==> config.mk <==
export PLATFORM = sky130hd
export DESIGN_NAME = alu_cmp_iter
export DESIGN_NICKNAME = d
export VERILOG_FILES = /design/src/rtl/alu_cmp_pkg.sv /design/src/rtl/alu_cmp_chunk.sv /design/src/rtl/alu_cmp_iter.sv
export SDC_FILE = /design/constraint.sdc
export NUM_CORES = 1
export LEC_CHECK = 0
export BUFFER_PORTS_ARGS = -buffer_cell sky130_fd_sc_hd__buf_2
export CAP_MARGIN = 10
export CORE_ASPECT_RATIO = 0.9
export CORE_MARGIN = 2
export CORE_UTILIZATION = 35
export CTS_BUF_LIST = sky130_fd_sc_hd__clkbuf_4 sky130_fd_sc_hd__clkbuf_8
export DETAILED_ROUTE_END_ITERATION = 10
export PLACE_DENSITY_LB_ADDON = 0.2
export SYNTH_ARGS = -nofsm -noshare
export SYNTH_HDL_FRONTEND = slang
export SYNTH_SLANG_ARGS = --single-unit
export TNS_END_PERCENT = 100
==> constraint.sdc <==
create_clock -name i_clk -period 2.4 [get_ports i_clk]
set_clock_uncertainty 0.05 [all_clocks]
set_input_delay 0 -clock i_clk [delete_from_list [all_inputs] [get_ports i_clk]]
set_output_delay 0 -clock i_clk [all_outputs]
set_load 0.1 [all_outputs]
==> src/rtl/alu_cmp_pkg.sv <==
// Shared types and flag-selection helper for the iterative compare unit.
package alu_cmp_pkg;

    typedef enum logic [1:0] {
        CMP_SLTU = 2'b00,
        CMP_SLT  = 2'b01,
        CMP_SEQ  = 2'b10,
        CMP_SNE  = 2'b11
    } cmp_mode_e;

    typedef enum logic [1:0] {
        S_IDLE = 2'b00,
        S_BUSY = 2'b01,
        S_DONE = 2'b10
    } cmp_state_e;

    // Final carry of a - b (carry set means no borrow, i.e. a >= b unsigned).
    // For signed compare, differing sign bits decide directly: the negative
    // operand (msb set) is the smaller one.
    function automatic logic cmp_flag(input cmp_mode_e mode,
                                      input logic      carry,
                                      input logic      eq,
                                      input logic      a_msb,
                                      input logic      b_msb);
        logic ltu;
        ltu = ~carry;
        case (mode)
            CMP_SLTU: cmp_flag = ltu;
            CMP_SLT:  cmp_flag = (a_msb != b_msb) ? a_msb : ltu;
            CMP_SEQ:  cmp_flag = eq;
            default:  cmp_flag = ~eq;
        endcase
    endfunction

endpackage

==> src/rtl/alu_cmp_chunk.sv <==
// One CHUNK-bit slice of the a - b subtract: full-adder carry chain over
// a + ~b + carry_i, plus an equality flag for the slice. Only the carry out
// is needed by the compare, so the sum bits are not produced.
module alu_cmp_chunk #(
    parameter int CHUNK = 8
) (
    input  logic [CHUNK-1:0] a_i,
    input  logic [CHUNK-1:0] b_i,
    input  logic             carry_i,
    output logic             carry_o,
    output logic             eq_o
);

    logic [CHUNK:0]   c;
    logic [CHUNK-1:0] b_inv;

    assign b_inv = ~b_i;
    assign c[0]  = carry_i;

    for (genvar i = 0; i < CHUNK; i++) begin : g_fa
        assign c[i+1] = (a_i[i] & b_inv[i]) | (c[i] & (a_i[i] ^ b_inv[i]));
    end

    assign carry_o = c[CHUNK];
    assign eq_o    = (a_i == b_i);

endmodule

==> src/rtl/alu_cmp_iter.sv <==
// Multi-cycle compare unit: SLTU/SLT/SEQ/SNE over WIDTH-bit operands,
// processed CHUNK bits per cycle LSB first with a ripple-borrow subtract.
//
// state  | meaning
// -------+-----------------------------------------------------------
// S_IDLE | ready for a request; operands latched on i_valid
// S_BUSY | one chunk per cycle, NCYC cycles, carry/eq accumulate
// S_DONE | flag registered, o_valid high until i_ready
module alu_cmp_iter
    import alu_cmp_pkg::*;
#(
    parameter int WIDTH = 32,
    parameter int CHUNK = 8
) (
    input  logic             i_clk,
    input  logic             i_rst_n,
    input  logic             i_valid,
    output logic             o_ready,
    input  logic [WIDTH-1:0] i_a,
    input  logic [WIDTH-1:0] i_b,
    input  logic [1:0]       i_mode,
    output logic             o_valid,
    input  logic             i_ready,
    output logic [WIDTH-1:0] o_result
);

    localparam int NCYC  = WIDTH / CHUNK;
    localparam int CNT_W = $clog2(NCYC) + 1;
    localparam logic [CNT_W-1:0] CNT_LAST = CNT_W'(NCYC - 1);

    if ((WIDTH < 2) || (CHUNK < 1) || (WIDTH % CHUNK != 0)) begin : g_bad_param
        $error("alu_cmp_iter: WIDTH must be >= 2 and a multiple of CHUNK");
    end

    cmp_state_e       state_q, state_d;
    logic [WIDTH-1:0] a_q, a_d;
    logic [WIDTH-1:0] b_q, b_d;
    cmp_mode_e        mode_q, mode_d;
    logic             carry_q, carry_d;
    logic             eq_q, eq_d;
    logic [CNT_W-1:0] cnt_q, cnt_d;
    logic             a_msb_q, a_msb_d;
    logic             b_msb_q, b_msb_d;
    logic             flag_q, flag_d;

    logic             carry_nxt;
    logic             eq_chunk;
    logic             eq_acc;

    alu_cmp_chunk #(.CHUNK(CHUNK)) u_chunk (
        .a_i     (a_q[CHUNK-1:0]),
        .b_i     (b_q[CHUNK-1:0]),
        .carry_i (carry_q),
        .carry_o (carry_nxt),
        .eq_o    (eq_chunk)
    );

    assign eq_acc   = eq_q & eq_chunk;
    assign o_result = {{(WIDTH-1){1'b0}}, flag_q};

    // Next-state, datapath updates and handshake outputs.
    always_comb begin
        state_d = state_q;
        a_d     = a_q;
        b_d     = b_q;
        mode_d  = mode_q;
        carry_d = carry_q;
        eq_d    = eq_q;
        cnt_d   = cnt_q;
        a_msb_d = a_msb_q;
        b_msb_d = b_msb_q;
        flag_d  = flag_q;
        o_ready = 1'b0;
        o_valid = 1'b0;

        case (state_q)
            S_IDLE: begin
                o_ready = 1'b1;
                if (i_valid) begin
                    a_d     = i_a;
                    b_d     = i_b;
                    mode_d  = cmp_mode_e'(i_mode);
                    carry_d = 1'b1;
                    eq_d    = 1'b1;
                    cnt_d   = '0;
                    a_msb_d = i_a[WIDTH-1];
                    b_msb_d = i_b[WIDTH-1];
                    state_d = S_BUSY;
                end
            end
            S_BUSY: begin
                carry_d = carry_nxt;
                eq_d    = eq_acc;
                a_d     = a_q >> CHUNK;
                b_d     = b_q >> CHUNK;
                cnt_d   = cnt_q + CNT_W'(1);
                if (cnt_q == CNT_LAST) begin
                    flag_d  = cmp_flag(mode_q, carry_nxt, eq_acc, a_msb_q, b_msb_q);
                    state_d = S_DONE;
                end
            end
            S_DONE: begin
                o_valid = 1'b1;
                if (i_ready) begin
                    state_d = S_IDLE;
                end
            end
            default: begin
                state_d = S_IDLE;
            end
        endcase
    end

    // State and datapath registers; reset drops any in-flight request.
    always_ff @(posedge i_clk or negedge i_rst_n) begin
        if (!i_rst_n) begin
            state_q <= S_IDLE;
            a_q     <= '0;
            b_q     <= '0;
            mode_q  <= CMP_SLTU;
            carry_q <= 1'b0;
            eq_q    <= 1'b0;
            cnt_q   <= '0;
            a_msb_q <= 1'b0;
            b_msb_q <= 1'b0;
            flag_q  <= 1'b0;
        end else begin
            state_q <= state_d;
            a_q     <= a_d;
            b_q     <= b_d;
            mode_q  <= mode_d;
            carry_q <= carry_d;
            eq_q    <= eq_d;
            cnt_q   <= cnt_d;
            a_msb_q <= a_msb_d;
            b_msb_q <= b_msb_d;
            flag_q  <= flag_d;
        end
    end

endmodule
==> results by group, run 1 <==
Final layout
  • Share of cells above drive strength 1: 17.2%
  • Area Growth Syn to Fin: 33.8%
  • Final Non-Filler Cells: between 700 and 800
  • Nets: between 600 and 700
  • Commonest non-fill, non-tap cells in the layout: nand2_1, dfrtp_1, buf_2
  • Most common cell after layout, fill and taps aside: nand2_1
  • # diodes: 0

Place
  • Final HPWL DP: about 5.6 mm
  • # placed instances: roughly 620
  • Buffers on Ports: 72
  • Routability-driven placement congestion ratio: approximately 0.77

Timing
  • Setup_tns: 0 ns
  • Worst slew margin: 34.0%
  • RSZ-0062 raised after global routing: no
  • Final setup violation count: 0
  • Fin crit period: around 2.0 ns
  • Final Slew Violations: 0
  • Fin. Hold Viols: 0
  • Achievable Freq: ~500 MHz
  • Period utilization: 83.1%
  • Final hold slack: roughly 0.16 ns
  • Slew @ Worst Pin: between 0.9 and 1 ns

Setup path
  • Setup crit start kind: flop
  • Req. time, crit path: around 2.6 ns
  • Worst r2r src: a_q[3]
  • Reg2reg setup slack: just over 0.4 ns
  • Worst setup path category: reg -> reg
  • Worst Setup SP: a_q[3]
  • Setup crit end kind: flop
  • Worst Path Arrival: around 2.2 ns
  • CP Max Fanout: 2

Drt
  • Vias: roughly 3.3k
  • Drt wl/cell: approximately 13 um
  • Detail Route Antenna Nets: 0
  • Final Routed Wirelength: around 8.9 mm
  • DRC viols: 5
  • TritonRoute pass-1 iters: 7
  • Vias per std cell: about 4.6
  • Detailed Route Iter0 Violations: approximately 240

Yosys
  • Seq/Total Area, Yosys: between 50 and 60%
  • Cell variety after synth: 31
  • Register bit total from synthesis: 76
  • Post-synth design cell area: 3740 um2
  • Synthesized instance count: roughly 450
  • Mean Syn Cell Area: approximately 8.4 um2
  • Yosys warning count: 0

Clock network
  • CTS tree: built
  • TritonCTS buffer count: 9
  • CTS Root Buffer Type: clkbuf_8
  • Sink Count: 76
  • Hold buffers post-CTS: just under 70
  • Skew-Pair Late Insertion Delay: about 0.35 ns
  • Clk buf depth: 2
  • H-tree levels: 3
  • Post-CTS sizing: 0
  • Post-CTS setup buffers: 0
  • Clk pin slew, worst setup/hold paths: 0.08 ns

Die
  • Die H: between 100 and 150 um
  • Die W: ~110 um
  • Initial core utilization: about 36%
  • Die Area: between 10000 and 15000 um2
  • Ports: between 100 and 150
  • Core footprint: between 10000 and 15000 um2
  • Core Rows: 35

Global routing
  • First-pass GRT wire length: approximately 14 mm
  • Grt ovf: 0
  • Initial antenna violation count: 0
  • Largest net degree at the start of global routing: 86
  • Vias in the first global route: 2949
  • Total GRT Usage: roughly 16%

Flow run
  • Max Cap Viol: 0

Outcome
  • Status: finished, violations left
  • Failing checks: DRC

Worst hold path
  • Min-delay worst type: in -> reg
  • HP Start: i_valid

Pwr
  • Pwr Density: roughly 1200 nW/um2
  • Total power draw: around 6.2 mW
  • Lkg Pwr: approximately 2.4 nW
  • Peak supply drop: between 0.4 and 0.5 mV
## layout make-up
class                   count  area [um2]
fillers                  1031        5330
flip-flops and latches     76        1900
multi-input cells         329        1570
repair buffers            145        1120
well taps                 129         161
clock buffers               9         124
clock inverters             7        91.3
inverters                  10        37.5
## sequential cells by signal, indices dropped and copies added, names as in the netlist
signal / count
a_msb_q: 1
flag_q: 1
carry_q: 1
state_q: 2
cnt_q: 3
mode_q: 2
b_q: 32
a_q: 32
b_msb_q: 1
eq_q: 1
## per-layer routing
metal,global-route usage [%],routed length [um]
met5,0,0
met4,4.69,133
met3,3.20,375
met2,23.5,3920
met1,22.6,4490
## power by group
| group | leakage [nW] | total [mW] | switching [mW] | internal, mW |
|---|---|---|---|---|
| registers | 0.924 | 2.27 | 0.353 | 1.92 |
| clock network | 0.109 | 1.06 | 0.474 | 0.581 |
| logic | 1.40 | 2.91 | 1.87 | 1.04 |
| total | 2.43 | 6.24 | 2.70 | 3.55 |
## kinds of logic after synthesis
| group | count (synthesis) | synth area share, % |
|---|---|---|
| other | 1 | 0.100 |
| AO/OA/AOI/OAI | 78 | 12.8 |
| AND/OR/NAND/NOR | 209 | 22.0 |
| adder cells (fa/ha/maj) | 10 | 3.35 |
| buffers and inverters | 70 | 10.6 |
| XOR/XNOR | 1 | 0.234 |
| flip-flops | 76 | 50.9 |
## synth_stat cells
cell type | number | share of area, %
o21ai_0 | 3 | 0.40
and3_1 | 1 | 0.17
xnor2_1 | 1 | 0.23
nand2b_1 | 2 | 0.33
a2111oi_1 | 1 | 0.27
a21o_1 | 2 | 0.40
a221oi_2 | 1 | 0.40
buf_4 | 32 | 6.4
dfrtp_1 | 76 | 51
nand3_1 | 2 | 0.27
nor3b_1 | 1 | 0.20
nor3_1 | 1 | 0.13
o21ai_1 | 18 | 2.4
a22o_1 | 1 | 0.23
buf_2 | 10 | 1.3
buf_1 | 3 | 0.30
clkbuf_1 | 15 | 1.5
nor3_2 | 1 | 0.27
ha_1 | 10 | 3.3
and2_1 | 1 | 0.17
nor2_1 | 51 | 5.1
a21oi_1 | 3 | 0.40
inv_1 | 10 | 1.0
conb_1 | 1 | 0.10
nand2_1 | 145 | 15
a31oi_1 | 48 | 8.0
nand4_1 | 1 | 0.17
a221o_1 | 1 | 0.27
nand3b_1 | 1 | 0.20
and4_1 | 1 | 0.23
and2b_1 | 1 | 0.20
## critical path, stage by stage (launching register included)
cell and delay (ns):
dfrtp_1 0.39, ha_1 0.31, and3_1 0.20, a221o_1 0.33, a221oi_2 0.31, a2111oi_1 0.13, nor3_2 0.20
## final timing paths
path                                    to  cells past startpoint
min in group asynchronous           b_q[8]                      2
max in group asynchronous          b_q[18]                      2
worst max register to register      flag_q                      6
worst max-delay path                flag_q                      6
worst min register to register    cnt_q[0]                      1
worst min-delay path            state_q[0]                      3
## through the flow
step / util, % / instance area, um2 / setup slack (ns)
finish: 48.4 / 5000 / 0.405
global route: 48.4 / 5000 / 0.325
floorplan: - / 3850 / 0.155
detailed placement: 39.7 / 4110 / 0.428
CTS: 48.4 / 5000 / 0.411
global placement: 39.7 / 4110 / 0.492
Note: power is estimated with default switching activity, not from simulation.
==> inputs of run 2 (changes only) <==
==> constraint.sdc (replaced) <==
create_clock -name i_clk -period 1.8 [get_ports i_clk]
set_clock_uncertainty 0.05 [all_clocks]
set_input_delay 0 -clock i_clk [delete_from_list [all_inputs] [get_ports i_clk]]
set_output_delay 0 -clock i_clk [all_outputs]
set_load 0.1 [all_outputs]
==> run 2 against run 1 <==
The run ends with DRC, setup timing left. Clock-buffer cell count is 2 higher. Register-to-register slack worse by 0.51 ns. Cell area is 1.8% higher. Die area stayed put. Non-clock buffer count is 10 higher. Clock power is 18% higher. Highest routed layer unchanged. Via count is 2.3% higher. Critical path depth stayed put. Largest power group unchanged. First-iteration DRC count is 34% lower. Final cell count is 1.1% higher. Sequential power is 35% higher. Hold slack worse by 0.062 ns.
==> results by group, run 2 (synthesis results as in run 1) <==
Outcome
  • Status: finished, violations left
  • Failing checks: DRC, setup timing

Clock network
  • Clk pin slew, worst setup/hold paths: 0.08 ns (about the same)
  • CTS tree: built
  • Skew-Pair Late Insertion Delay: 0.35 ns (about the same)
  • Sink Count: 76 (unchanged)
  • TritonCTS buffer count: 9 (unchanged)
  • Clk buf depth: 2 (unchanged)
  • CTS Root Buffer Type: clkbuf_8
  • H-tree levels: 3 (unchanged)

Setup path
  • End of the worst register-to-register path: flag_q
  • Setup crit end kind: flop
  • Largest stage delay, worst path: 0.39 ns (about the same)
  • Cell depth of the worst flop-to-flop path: 6 (unchanged)
  • CP Max Fanout: 2 (unchanged)
  • Critical path buffers and inverters: 0 (unchanged)
  • Critical Path, Cell by Cell: ha_1 -> and3_4 -> a221o_1 -> a221oi_4 -> a2111oi_2 -> nor3_2
  • Setup crit start kind: flop
  • Worst r2r src: a_q[2]
  • Req. time, crit path: 2.02 ns (-0.60 ns)
  • CP max stage cell: dfrtp_1
  • Reg2reg setup slack: -0.11 ns (-0.51 ns)
  • Worst Path Arrival: 2.13 ns (-0.08 ns)
  • Worst setup path category: reg -> reg
  • CP top delay family: compound AO/OA/AOI/OAI gates

Place
  • Routability-driven placement congestion ratio: 0.805 (+3.8%)
  • Buffers on Ports: 72 (unchanged)
  • Area post-placement: 4190 um2 (+2.0%)
  • Final HPWL DP: 6.17 mm (+9.5%)
  • Post-place setup slack: -0.134 ns (-0.562 ns)

Final layout
  • Most common cell after layout, fill and taps aside: nand2_1
  • Nets: 661 (+1.5%)
  • Share of cells above drive strength 1: 19.0% (+1.8 points)
  • Final instance area: 5090 um2 (+1.8%)
  • Area Growth Syn to Fin: 36.2%
  • # diodes: 0 (unchanged)
  • Largest regs: a_q (32), b_q (32), cnt_q (3)
  • Filler cells: 1012 (-1.8%)
  • Commonest non-fill, non-tap cells in the layout: nand2_1, dfrtp_1, buf_2

Timing
  • Achievable Freq: 524 MHz (+4.6%)
  • Final setup violation count: 2 (+2)
  • Setup_tns: -0.147 ns (-0.147 ns)
  • Fin. Hold Viols: 0 (unchanged)
  • RSZ-0062 raised after global routing: yes
  • Period utilization: 106% (+23 points)
  • Final Slew Violations: 0 (unchanged)
  • Worst setup margin: -0.108 ns (-0.513 ns)
  • Fin crit period: 1.91 ns (-0.0870 ns)

Pwr
  • Pwr Density: 1670 nW/um2 (+34%)
  • Lkg Pwr: 2.47 nW (+1.6%)
  • Peak supply drop: 0.918 mV (+95%)
  • Flop pwr share: 36.0% (-0.4 points)
  • Cell Int Power: 4.81 mW (+36%)
  • Clk pwr share: 14.7% (-2.2 points)
  • Switch share: 43.4% (+0.16 points)
  • Total power draw: 8.49 mW (+36%)
  • P_sw: 3.68 mW (+37%)
  • Logic gate share of total power: 49.3% (+2.6 points)

Drt
  • TritonRoute pass-1 iters: 7 (unchanged)
  • DRC viols: 4 (-1)
  • Drt wl/cell: 13.0 um (+2.5%)
  • Vias per std cell: 4.68 (+1.1%)
  • Vias: 3339 (+2.3%)
  • Detailed Route Iter0 Violations: 156 (-34%)
  • Detail Route Antenna Nets: 0 (unchanged)
  • Final Routed Wirelength: 9.24 mm (+3.6%)

Worst hold path
  • Min-delay worst type: in -> async

Global routing
  • Vias in the first global route: 3156 (+7.0%)
  • Grt ovf: 0 (unchanged)
  • Initial antenna violation count: 0 (unchanged)
  • Largest net degree at the start of global routing: 42 (-51%)
  • Total GRT Usage: 16.6% (+1.1 points)
  • First-pass GRT wire length: 15.2 mm (+6.8%)

Die
  • Initial core utilization: 36.2% (unchanged)
  • Ports: 104 (unchanged)
  • Die W: 113 um (unchanged)
  • Core footprint: 10300 um2 (unchanged)
  • Die H: 102 um (unchanged)
  • Die Area: 11500 um2 (unchanged)
  • Core Rows: 35 (unchanged)

Flow run
  • Max Cap Viol: 0 (unchanged)
[run 2: per-stage QoR]
stage / utilization [%] / hold WS (ns) / cells
after floorplan: - / -0.346 / 475
after global placement: 40.5 / -0.0478 / 629
after detailed placement: 40.5 / -0.0486 / 629
after CTS: 49.0 / 0.119 / 713
after global routing: 49.3 / 0.137 / 713
final: 49.3 / 0.0963 / 713
[run 2: worst max-delay path by stage]
| stage | start | endpoint | slack, ns | cells past startpoint |
|---|---|---|---|---|
| final | a_q[2] | flag_q | -0.11 | 6 |
| after global routing | a_q[2] | flag_q | -0.20 | 6 |
| after CTS | a_q[0] | flag_q | -0.15 | 6 |
| after detailed placement | a_q[2] | flag_q | -0.13 | 6 |
| after global placement | b_q[0] | flag_q | -0.09 | 7 |
| after floorplan | state_q[1] | a_q[19] | -0.01 | 7 |
[run 2: worst register-to-register path, delay by kind of cell (launching register included)]
family,cells,cell delay [ns]
adder cells (fa/ha/maj),1,0.32
flip-flops,1,0.39
AO/OA/AOI/OAI,3,0.79
AND/OR/NAND/NOR,2,0.28
[run 2: final cells by class]
type	instances	area, um2	share of cell area (%)
inverters	10	37.5	0.737
clock buffers	11	139	2.73
repair buffers	155	1210	23.7
well taps	129	161	3.17
multi-input cells	329	1610	31.5
clock inverters	3	40.0	0.786
flip-flops and latches	76	1900	37.4
[run 2: power groups by stage]
stage / Sequential, mW / Combinational [mW] / Clock [mW]
floorplan: 2.93 / 3.12 / 0
global placement: 3.06 / 3.90 / 0
detailed placement: 3.08 / 3.92 / 0
CTS: 3.05 / 4.13 / 1.29
global route: 3.17 / 4.72 / 1.35
finish: 3.06 / 4.19 / 1.25
[run 2: repair_timing]
item,4_1_cts,5_1_grt
setup endpoints to repair,2,2
buffers inserted,2,0
pin swaps,2,1
resized for setup,1,3
hold buffers,68,0
gates cloned,0,0
endpoints found under the hold margin,131,0
[run 2: routing by layer]
metal | global-route usage (%) | part of all wire, % | up-vias | routed length [um]
met1 | 24.0 | 50 | 1579 | 4630
met2 | 25.5 | 45 | 77 | 4120
li1 | - | - | 1674 | -
met3 | 3.44 | 4.0 | 9 | 373
met4 | 5.07 | 1.3 | 0 | 119
met5 | 0 | 0 | - | 0
==> inputs of run 3 (changes only) <==
--- a/config.mk
+++ b/config.mk
@@ -7,9 +7,11 @@
 export LEC_CHECK = 0
 export BUFFER_PORTS_ARGS = -buffer_cell sky130_fd_sc_hd__buf_2
 export CAP_MARGIN = 10
+export CELL_PAD_IN_SITES_DETAIL_PLACEMENT = 2
+export CELL_PAD_IN_SITES_GLOBAL_PLACEMENT = 2
 export CORE_ASPECT_RATIO = 0.9
 export CORE_MARGIN = 2
-export CORE_UTILIZATION = 35
+export CORE_UTILIZATION = 28
 export CTS_BUF_LIST = sky130_fd_sc_hd__clkbuf_4 sky130_fd_sc_hd__clkbuf_8
 export DETAILED_ROUTE_END_ITERATION = 10
 export PLACE_DENSITY_LB_ADDON = 0.2
==> run 3 against run 2 <==
The flow finishes with violations (setup timing). Clock-buffer cell count did not move. Flip-flop and latch count did not move. Non-clock buffer count fell by 2. Clock power rose by 18%. Fmax rose by 1.2%. Critical path depth rose by 1. Cell area rose by 2.6%. Utilization fell by 9.7 points. Wire length rose by 26%. Sequential power rose by 2%. Critical path type unchanged. Largest power group unchanged. Highest routed layer unchanged.
==> results by group, run 3 (synthesis results as in run 1) <==
Outcome
  • Status: finished, violations left
  • Failing checks: setup timing

Setup path
  • CP Max Fanout: 2 (unchanged)
  • Setup crit start kind: flop
  • End of the worst register-to-register path: flag_q
  • Critical Path, Cell by Cell: inv_2 -> ha_4 -> a21o_1 -> a221o_1 -> a221oi_2 -> a2111oi_2 -> nor3_2
  • Largest stage delay, worst path: 0.40 ns (about the same)
  • Cell depth of the worst flop-to-flop path: 7 (+1)
  • Critical path buffers and inverters: 1 (+1)
  • Worst Path Arrival: 2.11 ns (-0.02 ns)
  • CP top delay family: compound AO/OA/AOI/OAI gates
  • Setup crit end kind: flop
  • Reg2reg setup slack: -0.09 ns (+0.02 ns)
  • Worst setup path category: reg -> reg
  • Worst r2r src: b_q[0]
  • Req. time, crit path: 2.03 ns (about the same)
  • CP max stage cell: dfrtp_1

Drt
  • DRC viols: 0 (-4)
  • Detail Route Antenna Nets: 0 (unchanged)
  • Drt wl/cell: 15.5 um (+20%)
  • Final Routed Wirelength: 11.7 mm (+26%)
  • Vias per std cell: 4.55 (-2.8%)
  • Vias: 3424 (+2.5%)
  • TritonRoute pass-1 iters: 4 (-3)
  • Detailed Route Iter0 Violations: 121 (-22%)

Die
  • Initial core utilization: 28.3% (-7.9 points)
  • Die W: 126 um (+11%)
  • Die Area: 14300 um2 (+24%)
  • Ports: 104 (unchanged)
  • Core Rows: 40 (+14%)
  • Die H: 114 um (+11%)
  • Core footprint: 13200 um2 (+28%)

Global routing
  • Initial antenna violation count: 0 (unchanged)
  • First-pass GRT wire length: 19.1 mm (+26%)
  • Grt ovf: 0 (unchanged)
  • Vias in the first global route: 3756 (+19%)
  • Largest net degree at the start of global routing: 64 (+52%)
  • Total GRT Usage: 16.9% (+0.26 points)

Clock network
  • Sink Count: 76 (unchanged)
  • Clk pin slew, worst setup/hold paths: 0.08 ns (about the same)
  • Clk buf depth: 2 (unchanged)
  • TritonCTS buffer count: 9 (unchanged)
  • CTS tree: built
  • CTS Root Buffer Type: clkbuf_8
  • Skew-Pair Late Insertion Delay: 0.35 ns (about the same)
  • H-tree levels: 3 (unchanged)

Final layout
  • Area Growth Syn to Fin: 39.7%
  • Final Non-Filler Cells: 752 (+5.5%)
  • Filler cells: 1461 (+44%)
  • # diodes: 0 (unchanged)
  • Reg area: 1900 um2 (unchanged)
  • Multi-input logic area: 1640 um2 (+1.9%)
  • Share of cells above drive strength 1: 20.0% (+1.0 points)
  • Commonest non-fill, non-tap cells in the layout: nand2_1, dfrtp_1, buf_2
  • Largest regs: a_q (32), b_q (32), cnt_q (3)
  • Most common cell after layout, fill and taps aside: nand2_1
  • Nets: 659 (-0.30%)

Timing
  • Fin crit period: 1.89 ns (-0.0227 ns)
  • Achievable Freq: 530 MHz (+1.2%)
  • Setup_tns: -0.105 ns (+0.0417 ns)
  • Fin. Hold Viols: 0 (unchanged)
  • Final setup violation count: 2 (unchanged)
  • Period utilization: 105% (-1.3 points)
  • Final Slew Violations: 0 (unchanged)
  • RSZ-0062 raised after global routing: yes
  • Worst setup margin: -0.0856 ns (+0.0227 ns)

Place
  • Buffers on Ports: 72 (unchanged)
  • Routability-driven placement congestion ratio: 0.773 (-4.0%)
  • Final HPWL DP: 7.34 mm (+19%)
  • # placed instances: 666 (+5.9%)

Worst hold path
  • Min-delay worst type: in -> async

Pwr
  • Peak supply drop: 0.749 mV (-18%)
  • Pwr Density: 1720 nW/um2 (+3.2%)
  • Total power draw: 8.99 mW (+5.8%)
  • Lkg Pwr: 2.50 nW (+0.87%)

Flow run
  • Max Cap Viol: 0 (unchanged)
[run 3: layout make-up]
class | instances | area share, %
Clock buffer | 11 | 2.78
Clock inverter | 5 | 1.44
Inverter | 10 | 0.719
Multi-Input combinational cell | 329 | 31.3
Sequential cell | 76 | 36.4
Tap cell | 168 | 4.02
Timing Repair Buffer | 153 | 23.3
[run 3: how the worst max path moves through the flow]
stage / start / to / slack [ns] / depth (start not counted)
after floorplan: state_q[1] / a_q[19] / -0.01 / 7
after global placement: b_q[0] / flag_q / -0.06 / 7
after detailed placement: b_q[0] / flag_q / -0.14 / 7
after CTS: b_q[2] / flag_q / -0.15 / 7
after global routing: b_q[0] / flag_q / -0.20 / 7
final: b_q[0] / flag_q / -0.09 / 7
[run 3: metal layers]
layer  GRT usage [%]  up-vias  part of all wire (%)
met4            5.05        0                   1.3
met2            28.9       64                    49
met3            2.20       10                   2.5
met5               0        -                     0
met1            22.5     1682                    47
li1                -     1668                     -
[run 3: timing repair]
action                                 CTS  global route
pin swaps                                4             3
endpoints found under the hold margin  145             0
gates resized for setup                  2             7
gates cloned                             0             0
buffers inserted                         1             1
hold buffers                            68             0
setup endpoints to repair                2             2
[run 3: report_power, final]
group	total (mW)	switching, mW	internal [mW]
clock network	1.48	0.648	0.828
registers	3.13	0.563	2.56
logic	4.39	2.75	1.64
total	8.99	3.96	5.03
[run 3: metrics by stage]
step	setup slack, ns	hold slack [ns]	instance area (um2)	utilization, %
CTS	-0.148	0.0570	5170	39.1
detailed placement	-0.142	-0.0954	4250	32.1
global route	-0.197	0.101	5220	39.5
global placement	-0.0632	-0.0993	4250	32.1
finish	-0.0856	0.0580	5220	39.5
floorplan	-0.0141	-0.346	3890	-
